==> src/rtl/cpu_core_if.sv <==
// Instruction-fetch bus between cpu_core and its instruction memory.
// The core is the master: it drives PCOUT, ILLEGAL and BUSY.
interface cpu_core_if;
  logic [31:0] INSTRUCTION;
  logic        INSTR_VALID;
  logic [31:0] PCOUT;
  logic        ILLEGAL;
  logic        BUSY;

  modport master (
    input  INSTRUCTION,
    input  INSTR_VALID,
    output PCOUT,
    output ILLEGAL,
    output BUSY
  );

  modport slave (
    output INSTRUCTION,
    output INSTR_VALID,
    input  PCOUT,
    input  ILLEGAL,
    input  BUSY
  );
endinterface

==> src/rtl/cpu_core.sv <==
// Two-state (fetch/execute) CPU core: register file, ALU, PC and control.
// Stalls in FETCH until the instruction memory signals a valid word.
module cpu_core #(
  parameter int unsigned DATA_WIDTH = 8,
  parameter int unsigned REG_COUNT  = 8
) (
  input logic        CLK,
  input logic        RESET,
  cpu_core_if.master bus
);

  localparam int unsigned IdxW = $clog2(REG_COUNT);

  typedef enum logic [0:0] {StFetch, StExec} state_e;

  state_e                state_q, state_d;
  logic [31:0]           ir_q, ir_d;
  logic [31:0]           pc_q, pc_d;
  logic                  illegal_q, illegal_d;
  logic [DATA_WIDTH-1:0] rf_q [REG_COUNT];

  logic [7:0]            opcode;
  logic [IdxW-1:0]       rd, rs1, rs2;
  logic [DATA_WIDTH-1:0] rs1_val, rs2_val, wdata;
  logic                  rf_we;
  logic [31:0]           pc_plus4, pc_branch;
  logic                  unused_ir;

  assign opcode  = ir_q[31:24];
  assign rd      = ir_q[16 +: IdxW];
  assign rs1     = ir_q[8 +: IdxW];
  assign rs2     = ir_q[0 +: IdxW];
  assign rs1_val = rf_q[rs1];
  assign rs2_val = rf_q[rs2];

  // Branch offset counts words relative to the following instruction.
  assign pc_plus4  = pc_q + 32'd4;
  assign pc_branch = pc_plus4 + {{22{ir_q[23]}}, ir_q[23:16], 2'b00};

  // Upper register-index bits are ignored when REG_COUNT < 256.
  assign unused_ir = ^ir_q;

  always_comb begin
    state_d   = state_q;
    ir_d      = ir_q;
    pc_d      = pc_q;
    illegal_d = 1'b0;
    rf_we     = 1'b0;
    wdata     = '0;
    unique case (state_q)
      StFetch: begin
        if (bus.INSTR_VALID) begin
          ir_d    = bus.INSTRUCTION;
          state_d = StExec;
        end
      end
      StExec: begin
        state_d = StFetch;
        pc_d    = pc_plus4;
        case (opcode)
          8'h00: begin
            rf_we = 1'b1;
            wdata = DATA_WIDTH'($signed(ir_q[7:0]));
          end
          8'h01: begin
            rf_we = 1'b1;
            wdata = rs2_val;
          end
          8'h02: begin
            rf_we = 1'b1;
            wdata = rs1_val + rs2_val;
          end
          8'h03: begin
            rf_we = 1'b1;
            wdata = rs1_val - rs2_val;
          end
          8'h04: begin
            rf_we = 1'b1;
            wdata = rs1_val & rs2_val;
          end
          8'h05: begin
            rf_we = 1'b1;
            wdata = rs1_val | rs2_val;
          end
          8'h06: pc_d = pc_branch;
          8'h07: begin
            if (rs1_val == rs2_val) pc_d = pc_branch;
          end
          default: illegal_d = 1'b1;
        endcase
      end
      default: state_d = StFetch;
    endcase
  end

  always_ff @(posedge CLK or posedge RESET) begin
    if (RESET) begin
      state_q   <= StFetch;
      ir_q      <= '0;
      pc_q      <= '0;
      illegal_q <= 1'b0;
    end else begin
      state_q   <= state_d;
      ir_q      <= ir_d;
      pc_q      <= pc_d;
      illegal_q <= illegal_d;
    end
  end

  always_ff @(posedge CLK or posedge RESET) begin
    if (RESET) begin
      for (int unsigned i = 0; i < REG_COUNT; i++) rf_q[i] <= '0;
    end else if (rf_we) begin
      rf_q[rd] <= wdata;
    end
  end

  assign bus.PCOUT   = pc_q;
  assign bus.ILLEGAL = illegal_q;
  assign bus.BUSY    = (state_q == StExec);

endmodule

==> src/flat_wrapper.sv <==
// flat-port wrapper written by rule: the top's interface ports become plain ports
module cpu_core_flat 
#(
  parameter int unsigned DATA_WIDTH = 8,
  parameter int unsigned REG_COUNT  = 8
)
  (CLK, RESET, bus_INSTRUCTION, bus_INSTR_VALID, bus_PCOUT, bus_ILLEGAL, bus_BUSY);
  cpu_core_if bus_i ();
  input logic CLK;
  input logic RESET;
  input wire logic [$bits(bus_i.INSTRUCTION)-1:0] bus_INSTRUCTION;
  input wire logic [$bits(bus_i.INSTR_VALID)-1:0] bus_INSTR_VALID;
  output wire logic [$bits(bus_i.PCOUT)-1:0] bus_PCOUT;
  output wire logic [$bits(bus_i.ILLEGAL)-1:0] bus_ILLEGAL;
  output wire logic [$bits(bus_i.BUSY)-1:0] bus_BUSY;
  assign bus_i.INSTRUCTION = bus_INSTRUCTION;
  assign bus_i.INSTR_VALID = bus_INSTR_VALID;
  assign bus_PCOUT = bus_i.PCOUT;
  assign bus_ILLEGAL = bus_i.ILLEGAL;
  assign bus_BUSY = bus_i.BUSY;
  cpu_core #(.DATA_WIDTH(DATA_WIDTH), .REG_COUNT(REG_COUNT)) u_core (.CLK(CLK), .RESET(RESET), .bus(bus_i));
endmodule
==> config.mk <==
export PLATFORM = sky130hd
export DESIGN_NAME = cpu_core_flat
export DESIGN_NICKNAME = d
export VERILOG_FILES = /design/src/rtl/cpu_core_if.sv /design/src/rtl/cpu_core.sv /design/src/flat_wrapper.sv
export SDC_FILE = /design/constraint.sdc
export NUM_CORES = 1
export LEC_CHECK = 0
export ABC_AREA = 1
export CAP_MARGIN = 25
export CORE_ASPECT_RATIO = 1.75
export CORE_MARGIN = 8
export CORE_UTILIZATION = 61
export DETAILED_ROUTE_END_ITERATION = 7
export HOLD_SLACK_MARGIN = 0.05
export PLACE_DENSITY = 0.91
export SLEW_MARGIN = 20
export SYNTH_ARGS = -nofsm -noshare
export SYNTH_HDL_FRONTEND = slang
export SYNTH_SLANG_ARGS = --single-unit
==> constraint.sdc <==
create_clock -name CLK -period 4.5 [get_ports CLK]
set_input_delay 0.9 -clock CLK [delete_from_list [all_inputs] [get_ports CLK]]
set_output_delay 0.9 -clock CLK [all_outputs]
set_load 0.005 [all_outputs]
* Word-level counts from Yosys, hierarchy flattened
Cells that the tools add are included.
** Word-level totals
- Register bits after elaboration :: 130
- Output and inout bits :: 34
- Word-level logic and storage cells :: 58
** Cells by class
- Add/sub/neg operators :: 4
- Magnitude comparators :: 4
- Equality and inequality tests :: 8
- Multiplexer cells :: 19
- Bitwise operators :: 6
- Reduce and logical (&&, ||, !) cells :: 5
** Operator list (number)
- bitwise mux 64 bit :: 1
- one-hot mux 32 bit (2 select lines) :: 1
- binary-select mux 8 bit (select 3 bit) :: 2
- 2-to-1 mux 8 bit :: 6
- one-hot mux 8 bit (6 select lines) :: 1
- adder 32 x 3 -> 32 bit, second input constant :: 1
- adder 32 bit :: 1
- == test 8 x 3 -> 1 bit, second input constant :: 4
- 2-to-1 mux 32 bit :: 1
- demux 8 bit (select 3 bit) :: 1
- == test 8 x 2 -> 1 bit, second input constant :: 2
- >= comparator 4 bit, second input constant :: 3
- NOT 3 -> 4 bit :: 3
- adder 8 bit :: 1
- bitwise AND 8 bit :: 1
- == test 8 x 1 -> 1 bit, second input constant :: 1
- == test 8 bit :: 1
- zero test 8 bit :: 1
- bitwise OR 8 bit :: 1
- OR reduction 8 bit :: 1
- subtractor 8 bit :: 1
- OR reduction 6 bit :: 1
- 2-to-1 mux 1 bit :: 5
- less-than comparator 4 x 1 -> 1 bit, second input constant :: 1
- other kinds (4) :: 4

* Logic depth before layout (Yosys ltp)
- Word-level depth :: 8
- Gate-level depth with buffers :: 23
- Gate-level depth less buffers :: 23

* Least setup slack after synthesis
Ideal clock, no wire load.
- Kind :: register -> register
- From :: register u_core.ir_q[9]
- To :: register u_core.rf_q[13] (netlist name)
- Setup time :: 0.117 ns
- Arrival time :: 2.831 ns
- Required time :: 4.383 ns
- Slack :: 1.552 ns
- Cell stages (with the launch flop) :: 19
- Cells stage by stage :: dfrtp_1 clkbuf_1 clkinv_1 a21oi_1 o21ai_0 nand2_1 inv_1 o21ai_0 inv_1 ha_1 nand3_1 nand2_1 nand2_1 a31oi_1 or2_1 nand3_1 nand4_2 nand2_1 nand2_1
** On the way
- Longest elaborated chain between the ends :: 8
** RTL lines
- start: declaration :: RTL line cpu_core.sv:17 : logic [31:0] ir_q, ir_d;
- start signal: assignment :: RTL line cpu_core.sv:104 : ir_q <= ir_d;
- NOT 3 -> 4 bit (implied by the code) (*) :: RTL line cpu_core.sv:33 : assign rs1_val = rf_q[rs1];
- binary-select mux 8 bit (select 3 bit) (*) :: RTL line cpu_core.sv:33
- 2-to-1 mux 8 bit (implied by the code) (*) (2 in a row) :: RTL line cpu_core.sv:33
- subtractor 8 bit, or another cell as far along :: RTL line cpu_core.sv:75 : wdata = rs1_val - rs2_val;
- one-hot mux 8 bit (6 select lines) (*) :: RTL line cpu_core.sv:60 : case (opcode)
- 2-to-1 mux 8 bit (*) :: RTL line cpu_core.sv:50 : unique case (state_q)
- bitwise mux 64 bit (*) :: RTL line cpu_core.sv:114 : rf_q[rd] <= wdata;
- end signal: indexed assignment :: RTL line cpu_core.sv:114
- end: declaration :: RTL line cpu_core.sv:20 : logic [DATA_WIDTH-1:0] rf_q [REG_COUNT];
Every way passes the cells marked *; elsewhere a longest branch is shown, timed or not. The select of a mux whose other input is x is not followed.
A chain may end at the register's enable or synchronous reset.

* Final worst setup path
- From :: register u_core.ir_q[0]
- To :: register u_core.rf_q[30] (netlist name)
** On the way
- Longest elaborated chain between the ends :: 8
** RTL lines
- NOT 3 -> 4 bit (implied by the code) (*) :: RTL line cpu_core.sv:34 : assign rs2_val = rf_q[rs2];
- binary-select mux 8 bit (select 3 bit) (*) :: RTL line cpu_core.sv:34
- 2-to-1 mux 8 bit (implied by the code) (*) (2 in a row) :: RTL line cpu_core.sv:34
- subtractor 8 bit, or another cell as far along :: RTL line cpu_core.sv:75
- one-hot mux 8 bit (6 select lines) (*) :: RTL line cpu_core.sv:60
- 2-to-1 mux 8 bit (*) :: RTL line cpu_core.sv:50
- bitwise mux 64 bit (*) :: RTL line cpu_core.sv:114
Marked as above.

==> results_dict.tcl <==
set metrics [dict create \
    finalPower_mw 5.54 \
    synthFlopType "dfrtp_1" \
    clk_path_buf_depth 2 \
    die-width_um 114 \
    antenna_found_initial 0 \
    finish.utilization_pct 70.6 \
    reg2reg_from "u_core.ir_q[0]" \
    ys_seq_area_share_pct 30.3 \
    root_buffer "clkbuf_16" \
    grt_pass1_wl_mm 51.7 \
    avgRoutedWirePerCell_um 17.4 \
    instances_no_fill 1846 \
    cp_max_fo 26 \
    crit_family "simple AND/OR/NAND/NOR gates" \
    antennaDiodeCount 0 \
    crit_arrival_ns 4.41 \
    ys_ff_latch 123 \
    hp-start "u_core.rf_q[53]" \
    synth_top_cell_area_share_pct 30.3 \
    cts_hold_buf 0 \
    routed_via_density 5.81 \
    initial_core_util_pct 62.1 \
    cp_slowest_stage_delay_ns 0.71 \
    period_needed_ns 4.10 \
    ant_nets 0 \
    syn-cell-area_sq_um 10200 \
    slew_headroom_pct 38.0 \
    vias 10734 \
    finalSetupViolations 0 \
    first_pass_iters 5 \
    synth-edff-count 0 \
    critPathBufInv 3 \
    worstSetupPathType "flip-flop to flip-flop" \
    yosys-top-cells-count "nand2_1 (488), inv_1 (185), dfrtp_1 (123)" \
    io_pins 69 \
    worst_setup_path_end_kind "flip-flop" \
    rsz0062_at_grt "false" \
    dr.first_iter.drc_count 972 \
    setup_tns_ns 0 \
    gp_congestion 0.939 \
    cts_tree "yes" \
    syn_avg_cell_area_sq_um 6.51 \
    overflow 0 \
    vdd_ir_drop_max_mv 0.315 \
    start_kind "flip-flop" \
    ys_types 55 \
    cpMostUsedCell "nand2_1" \
    grt.total_usage_pct 30.6 \
    syn_inst 1561 \
    grt_pass1_vias 10915 \
    fin_crit_sh_pct 91.1 \
    cts-resized-gates 0 \
    startpoint "u_core.ir_q[0]" \
    max_freq_mhz 244 \
    power.leakage_nw 5.89 \
    finish.net_count 1706 \
    grt_start_max_net_pins 68 \
    yosysTopAreaCell "dfrtp_1" \
    drv_cap 0 \
    die_h_um 187 \
    crit_slowest_cell "dfrtp_1" \
    dpl.cell_count 1814 \
    ys_warn_count 0 \
    p_per_area_nw_per_um2 479 \
    fillers 1368 \
    port_buffers 61 \
    cts.clk_slew.worst_paths_ns 0.06 \
    area_growth_pct 13.8 \
    drt-total-wl_mm 32.1 \
    rows 62 \
    crit_required_ns 4.81 \
    drc 0 \
    async_flop_share_pct 100 \
    numCtsBuffers 17 \
    netlist_top_cells_area "dfrtp_1 (30%), nand2_1 (18%), ha_1 (7.3%), inv_1 (6.8%), a21oi_1 (5.8%)" \
    cts.htree.levels 4 \
    finClkSkew_ns 0.0124 \
    outcome "completed" \
    place_hpwl_mm 23.7 \
    worstMarginPinSlew_ns 0.920 \
    slew_viol_final 0 \
    clkSinkCount 123 \
    yosysMostFrequentCell "nand2_1" \
    crit_chain "inv_2, a21oi_1, o21ai_0, nand2_1, inv_1, o21ai_1, inv_1, ha_1, nor3b_1, o21ai_0, nand2_1, nand2_1, nand2_1, nand2_1, nand3_1, nand4_1, nand2_1, nand2_1" \
    core_area_sq_um 16400 \
    clk_latency_ns 0.43 \
    hold_viol 0 \
    hold_class "flip-flop to flip-flop" \
    layout-drive-gt1-share_pct 7.46 \
    design.die.area_sq_um 21200 \
    post_cts_buffers 0 \
]
==> worst reg2reg max path, delay by kind of cell (launching register included) <==
| kind | cells | cell delay [ns] |
|---|---|---|
| AOI/OAI and AO/OA | 4 | 0.84 |
| adders and majority gates | 1 | 0.40 |
| buffers and inverters | 3 | 0.54 |
| DFF | 1 | 0.71 |
| and+or+nand+nor | 10 | 1.50 |
==> layer usage <==
metal	global-route usage [%]	part of all wire, %
met1	29.4	34
met2	54.6	52
met3	4.82	6.0
met4	27.1	8.7
met5	0	0
==> state kept, by name, summed over array words and instances, names as in the netlist <==
register,flops
u_core.rf_q,64
u_core.bus.BUSY,1
u_core.bus.PCOUT,30
u_core.ir_q,27
u_core.bus.ILLEGAL,1
==> power by group <==
part	total, mW	leakage (nW)	switching [mW]	internal [mW]
Sequential	1.43	1.56	0.194	1.24
Clock	1.45	0.302	0.545	0.907
Combinational	2.66	4.02	1.72	0.944
==> cell type report <==
type / count / area, sq um / area share (%)
clock buffers: 20 / 457 / 3.95
clock inverters: 12 / 160 / 1.38
flip-flops and latches: 123 / 3080 / 26.6
multi-input cells: 1175 / 6030 / 52.2
inverters: 218 / 821 / 7.10
repair buffers: 74 / 736 / 6.36
well taps: 224 / 280 / 2.42
==> layout by cell type, fill, tap and decap left out, types with 4 or more instances in the layout <==
cell             instances
inv_2                   30
a21o_1                   5
nor3_1                  17
xor2_1                  15
clkdlybuf4s50_1         61
and2_1                   4
o21ai_0                107
nand4_1                 15
nand2_1                488
nand2_2                  7
inv_1                  184
o21ai_1                 61
clkbuf_16               17
ha_1                    59
nand3b_1                 4
nand3_1                 84
inv_6                    4
dfrtp_1                122
nor2_4                   9
nor2_2                   6
o21bai_1                 7
buf_4                   11
a31oi_1                  5
nor2_1                 113
a21oi_1                117
a22oi_1                  8
==> final timing paths <==
kind	endpoint	depth (start not counted)	slack (ns)
min	u_core.rf_q[53]	2	0.48
max in group asynchronous	u_core.bus.PCOUT[16]	3	2.65
min in group asynchronous	u_core.bus.PCOUT[26]	2	0.99
min reg2reg	u_core.rf_q[53]	2	0.48
max	u_core.rf_q[30]	18	0.40
max reg2reg	u_core.rf_q[30]	18	0.40
==> cell families (layout without fill, tap and decap cells) <==
logic type / count (synthesis) / after routing / share of synthesized area, %
flops: 123 / 123 / 30.3
compound gates: 328 / 328 / 17.5
simple gates: 765 / 765 / 32.3
other cells: 1 / 2 / 0.0369
xor+xnor: 18 / 18 / 1.63
buf+inv: 264 / 324 / 10.4
fa+ha+maj: 62 / 62 / 7.86
==> through the flow <==
stage	hold slack, ns	cell area [sq um]	setup WS (ns)
after global routing	0.497	11600	0.198
final	0.477	11600	0.402
after floorplan	0.449	10200	0.329
after detailed placement	0.467	10900	0.629
after global placement	0.466	10900	0.701
after CTS	0.483	11600	0.576
No activity file was read; power rests on OpenSTA's default activity.
